### src/rtl/mw_pipe_stage.sv
// M->W pipeline stage: one-cycle register with valid/ready handshake, a skid
// entry so in_ready is registered, synchronous flush and a bubble counter.
module mw_pipe_stage #(
    parameter int PAYLOAD_W = 96,
    parameter int RA_W      = 5,
    parameter int CNT_W     = 16
) (
    input  logic                 clk,
    input  logic                 reset,
    input  logic                 in_valid,
    output logic                 in_ready,
    input  logic [31:0]          in_instr,
    input  logic [RA_W-1:0]      in_regaddr,
    input  logic [31:0]          in_pc4,
    input  logic [PAYLOAD_W-1:0] in_payload,
    input  logic                 flush,
    output logic                 out_valid,
    input  logic                 out_ready,
    output logic [31:0]          out_instr,
    output logic [RA_W-1:0]      out_regaddr,
    output logic [31:0]          out_pc4,
    output logic [PAYLOAD_W-1:0] out_payload,
    output logic [CNT_W-1:0]     bubble_cnt
);
    localparam int EW     = 32 + RA_W + 32 + PAYLOAD_W;
    localparam int PC_LO  = PAYLOAD_W;
    localparam int RA_LO  = PAYLOAD_W + 32;
    localparam int INS_LO = PAYLOAD_W + 32 + RA_W;

    typedef enum logic [1:0] {
        S_EMPTY,
        S_FULL,
        S_SKID
    } state_t;

    state_t          state_q, state_d;
    logic [EW-1:0]   main_q, main_d;
    logic [EW-1:0]   skid_q, skid_d;
    logic            in_ready_q;
    logic [CNT_W-1:0] cnt_q;
    logic [EW-1:0]   in_entry;
    logic            in_xfer;
    logic            out_xfer;

    assign in_entry = {in_instr, in_regaddr, in_pc4, in_payload};
    assign in_xfer  = in_valid & in_ready_q;
    assign out_xfer = out_valid & out_ready;

    always_comb begin
        state_d = state_q;
        main_d  = main_q;
        skid_d  = skid_q;
        if (flush) begin
            state_d = S_EMPTY;
            main_d  = '0;
            skid_d  = '0;
        end else begin
            case (state_q)
                S_EMPTY: begin
                    if (in_xfer) begin
                        state_d = S_FULL;
                        main_d  = in_entry;
                    end
                end
                S_FULL: begin
                    if (in_xfer && out_xfer) begin
                        main_d = in_entry;
                    end else if (in_xfer) begin
                        state_d = S_SKID;
                        skid_d  = in_entry;
                    end else if (out_xfer) begin
                        state_d = S_EMPTY;
                        main_d  = '0;
                    end
                end
                S_SKID: begin
                    if (out_xfer) begin
                        state_d = S_FULL;
                        main_d  = skid_q;
                        skid_d  = '0;
                    end
                end
                default: begin
                    state_d = S_EMPTY;
                    main_d  = '0;
                    skid_d  = '0;
                end
            endcase
        end
    end

    always_ff @(posedge clk) begin
        if (reset) begin
            state_q    <= S_EMPTY;
            main_q     <= '0;
            skid_q     <= '0;
            in_ready_q <= 1'b1;
            cnt_q      <= '0;
        end else begin
            state_q    <= state_d;
            main_q     <= main_d;
            skid_q     <= skid_d;
            // Registered so that out_ready never reaches in_ready combinationally.
            in_ready_q <= (state_d != S_SKID);
            if (!out_valid && (cnt_q != {CNT_W{1'b1}})) begin
                cnt_q <= cnt_q + CNT_W'(1);
            end
        end
    end

    assign in_ready    = in_ready_q;
    assign out_valid   = (state_q != S_EMPTY);
    // Bubbles must look like a null write to forwarding/hazard logic.
    assign out_instr   = out_valid ? main_q[INS_LO +: 32]  : 32'd0;
    assign out_regaddr = out_valid ? main_q[RA_LO +: RA_W] : {RA_W{1'b0}};
    assign out_pc4     = main_q[PC_LO +: 32];
    assign out_payload = main_q[PAYLOAD_W-1:0];
    assign bubble_cnt  = cnt_q;

endmodule

### config.mk
export PLATFORM = sky130hd
export DESIGN_NAME = mw_pipe_stage
export DESIGN_NICKNAME = d
export VERILOG_FILES = /design/src/rtl/mw_pipe_stage.sv
export SDC_FILE = /design/constraint.sdc
export NUM_CORES = 1
export LEC_CHECK = 0
export ABC_CLOCK_PERIOD_IN_PS = 2400
export CORE_MARGIN = 1.5
export CORE_UTILIZATION = 52
export CTS_BUF_LIST = sky130_fd_sc_hd__clkbuf_4
export CTS_CLUSTER_DIAMETER = 40
export DETAILED_ROUTE_END_ITERATION = 12
export GPL_TIMING_DRIVEN = 0
export PLACE_DENSITY = 0.87
export SLEW_MARGIN = 40
export SYNTH_ARGS = -nofsm -noshare
export SYNTH_HDL_FRONTEND = slang
export SYNTH_SLANG_ARGS = --single-unit
### constraint.sdc
create_clock -name clk -period 2.4 [get_ports clk]
set_input_delay 0.72 -clock clk [delete_from_list [all_inputs] [get_ports clk]]
set_output_delay 0.72 -clock clk [all_outputs]
set_load 0.03 [all_outputs]
==> key figures <==
Placed design
  – GPL Wtd Cong: 0.826
  – I/O Buffers: ~350
  – Post-place setup slack: -0.814 ns
  – DPL Wire Length: 31.4 mm
  – Cell total after placement: around 2300

Detailed routing
  – Vias: 13964
  – WL met3: ~4.2 mm
  – Routed met2 length: approximately 22 mm
  – Met1 Wirelength: approximately 18 mm
  – Number of DRC markers in iteration 0: around 1600
  – Drt via density: about 5.7
  – Aggregate routed wire length: roughly 45 mm
  – DR DRC count: 0
  – Final ANT Viol Nets: 0
  – Top sig layer: met4
  – DR pass1 iterations: 9
  – Wire per inst: 18.4 um

Status
  – Status: finished with violations
  – Failing checks: negative setup slack

STA
  – Max Fclk: 398 MHz
  – Worst slew pin tran: about 0.77 ns
  – Fin. Hold Viols: 0
  – Setup WS post-layout: -0.110 ns
  – RSZ-0062 raised after global routing: yes
  – Worst slew margin: 48.5%
  – Post-route minimum period: ~2.5 ns
  – Final slew viol count: 0
  – Setup violations, final: 37
  – Worst clock skew: between 0.04 and 0.05 ns
  – TNS Setup: -3.08 ns
  – Final period utilization: 105%
  – Hold WS: between 0.4 and 0.5 ns

Synth
  – Synth Register Bits: roughly 350
  – Post-synth design cell area: around 0.015 mm^2
  – Synth area leader: dfxtp_1
  – Seq/Total Area, Yosys: 46.9%
  – Post-Synthesis Cells: 1574
  – Post-synth top area share: ~47%
  – Post-Syn Nets: ~1700
  – Synth top area cells: dfxtp_1, a222oi_1, mux2i_1
  – Ys Warns: 0
  – Syn avg cell area: 9.47 um^2
  – Synth unique cells: 43

Global routing
  – Largest net degree at the start of global routing: 13
  – Global-route wire length before repair: approximately 71 mm
  – Total gr overflow: 0
  – Gr usage total: between 30% and 40%
  – Initial antenna violation count: 7
  – Vias in the first global route: 13855

Critical path
  – R2r startpoint: state_q[0]
  – CP required: ~1.7 ns
  – Setup crit start kind: register
  – Critical path buffers and inverters: 3
  – Worst Reg-to-Reg Cells: 7
  – FF-to-FF End: main_q[77]
  – CP peak stage delay: 0.35 ns
  – Crit path launch: state_q[1]
  – CP Cell Sequence: nor2_4, inv_6, clkbuf_16, and2_4, buf_6
  – WS Path Type: reg2out
  – Critical Path Sink Type: primary output
  – Crit path DAT: ~1.8 ns
  – Reg-to-reg slack, setup: ~0.080 ns
  – CP delay by family, top: simple AND/OR/NAND/NOR gates
  – Slowest cell on crit path: dfxtp_4
  – Worst Path Max Fanout: 5

Final layout
  – Area Overhead vs Synth: 34.9%
  – Fraction of layout cells with a size suffix above 1: roughly 20%
  – Fin cells: between 2000 and 2500
  – Final nets: roughly 2200
  – Fill count: roughly 2100

CTS
  – Number of buffers created by CTS: slightly below 90
  – CTS tree: done
  – Clock transition at path regs: ~0.06 ns
  – Hold-fix buffers, CTS: 0
  – Worst skew pair latency: approximately 0.68 ns
  – CTS sink count: 349
  – H-tree depth: 3
  – CTS Buffer Depth: 3
  – Root buffer cell: clkbuf_4

Worst hold path
  – Hold Startpoint: skid_q[105]
  – WHS Endpoint: main_q[105]
  – Hold WC Path Type: reg2reg
  – Min-Delay Path Depth: 2

Power
  – Pleak: approximately 8.4 nW
  – Final Power: 12.2 mW
  – PwrDens: between 600 and 700 mW/mm^2
  – Worst IR Drop VDD: about 0.35 mV

Die
  – DIE AREA: about 0.030 mm^2
  – FP Rows: just over 60
  – Die X: about 170 um
  – IO Count: 353
  – Core area: approximately 0.028 mm^2
  – Initial cell density of the core: between 50 and 60%
  – Die H: approximately 170 um

Run
  – Max-cap violations: 0
## Yosys cell counts (all sizes together)
cell / instances
clkbuf: 109
nand4bb: 1
nand4: 3
nor4bb: 1
and2b: 1
o311ai: 1
nor4: 4
xnor2: 1
mux2: 4
or4: 5
xor2: 1
dfxtp: 349
buf: 154
o31ai: 5
nor4b: 2
a22o: 1
and3b: 2
nor2b: 5
o21ai: 4
and2: 202
a211o: 1
nor2: 343
ha: 1
nor3: 3
a21oi: 10
or3: 5
inv: 8
or2: 2
or3b: 1
o21a: 2
or2b: 1
nand2: 5
nor3b: 1
mux2i: 165
nand3b: 1
o41ai: 1
a222oi: 165
nand3: 4
## state kept, by name, indices dropped and copies added, names as in the netlist
register    cells
bubble_cnt     16
in_ready        1
main_q        165
skid_q        165
state_q         2
## kinds of logic (layout without fill, tap and decap cells)
group	Yosys count	count (layout)	synth area share, %
simple gates	592	592	19.2
flops	349	349	46.9
buf+inv	271	775	10.2
compound gates	190	190	12.1
mux	169	169	11.4
xor+xnor	2	2	0.118
fa+ha+maj	1	1	0.0839
other cells	0	7	0
## through the flow
step	area (um^2)	util [%]
floorplan	14900	-
global placement	18900	67.5
detailed placement	18900	67.5
CTS	20000	71.5
global route	20100	71.8
finish	20100	71.8
## power breakdown
group          switching, mW  internal, mW
Sequential            0.0646          5.90
Combinational          0.868         0.754
Clock                   2.31          2.33
## repair_timing
| item | 4_1_cts | 5_1_grt |
|---|---|---|
| resized for setup | 475 | 52 |
| cloned | 5 | 0 |
| setup buffers | 6 | 1 |
| endpoints found under the hold margin | 0 | 0 |
| pin swaps | 35 | 1 |
| endpoints found under the setup margin | 303 | 228 |
## worst max-delay path by stage
stage                     cells after the start        endpoint  slack, ns
final                                         5   out_instr[29]      -0.11
after global routing                          5   out_instr[29]      -0.20
after CTS                                     5   out_instr[31]      -0.17
after detailed placement                      7     main_q[127]      -0.81
after global placement                        7     main_q[128]      -0.78
after floorplan                               6  bubble_cnt[14]       0.01
## area by class of cell
| class | instances | area (um^2) | area share (%) |
|---|---|---|---|
| repair inverters | 1 | 6.26 | 0.0311 |
| multi-input cells | 954 | 6510 | 32.4 |
| inverters | 8 | 35.0 | 0.174 |
| diodes | 7 | 17.5 | 0.0871 |
| clock inverters | 17 | 71.3 | 0.355 |
| well taps | 378 | 473 | 2.35 |
| repair buffers | 363 | 3490 | 17.4 |
| plain buffers | 263 | 1580 | 7.84 |
| clock buffers | 123 | 923 | 4.59 |
| flip-flops and latches | 349 | 7000 | 34.8 |
## per-layer routing
metal  vias to the layer above  track usage, %
met5                         -               0
met4                         0            15.0
met3                       117            6.98
met2                       744            50.2
met1                      6672            36.2
li1                       6431               -
## cell usage in the layout, fill, tap and decap left out, drive strengths merged, types with 2 or more instances in the layout
cell	count
o21ai	4
and2	202
nand4	3
diode	7
mux2	4
clkbuf	237
o31ai	5
or3	5
dlygate4sd2	145
clkinvlp	2
inv	13
or4	5
clkdlybuf4s50	169
or2	2
dfxtp	349
nor2b	5
and3b	2
nand3	4
nor4	4
clkinv	11
mux2i	165
a21oi	10
nor2	343
a222oi	165
nor3	3
nand2	5
buf	198
nor4b	2
o21a	2
## worst register-to-register path: stages (launching register included)
cell and delay, ns:
dfxtp_4 0.35, buf_4 0.16, nor2b_1 0.15, nor3_1 0.42, clkbuf_2 0.36, buf_1 0.43
a222oi_1 0.19, nor2_1 0.14
Power figures use the tool's default switching activity.
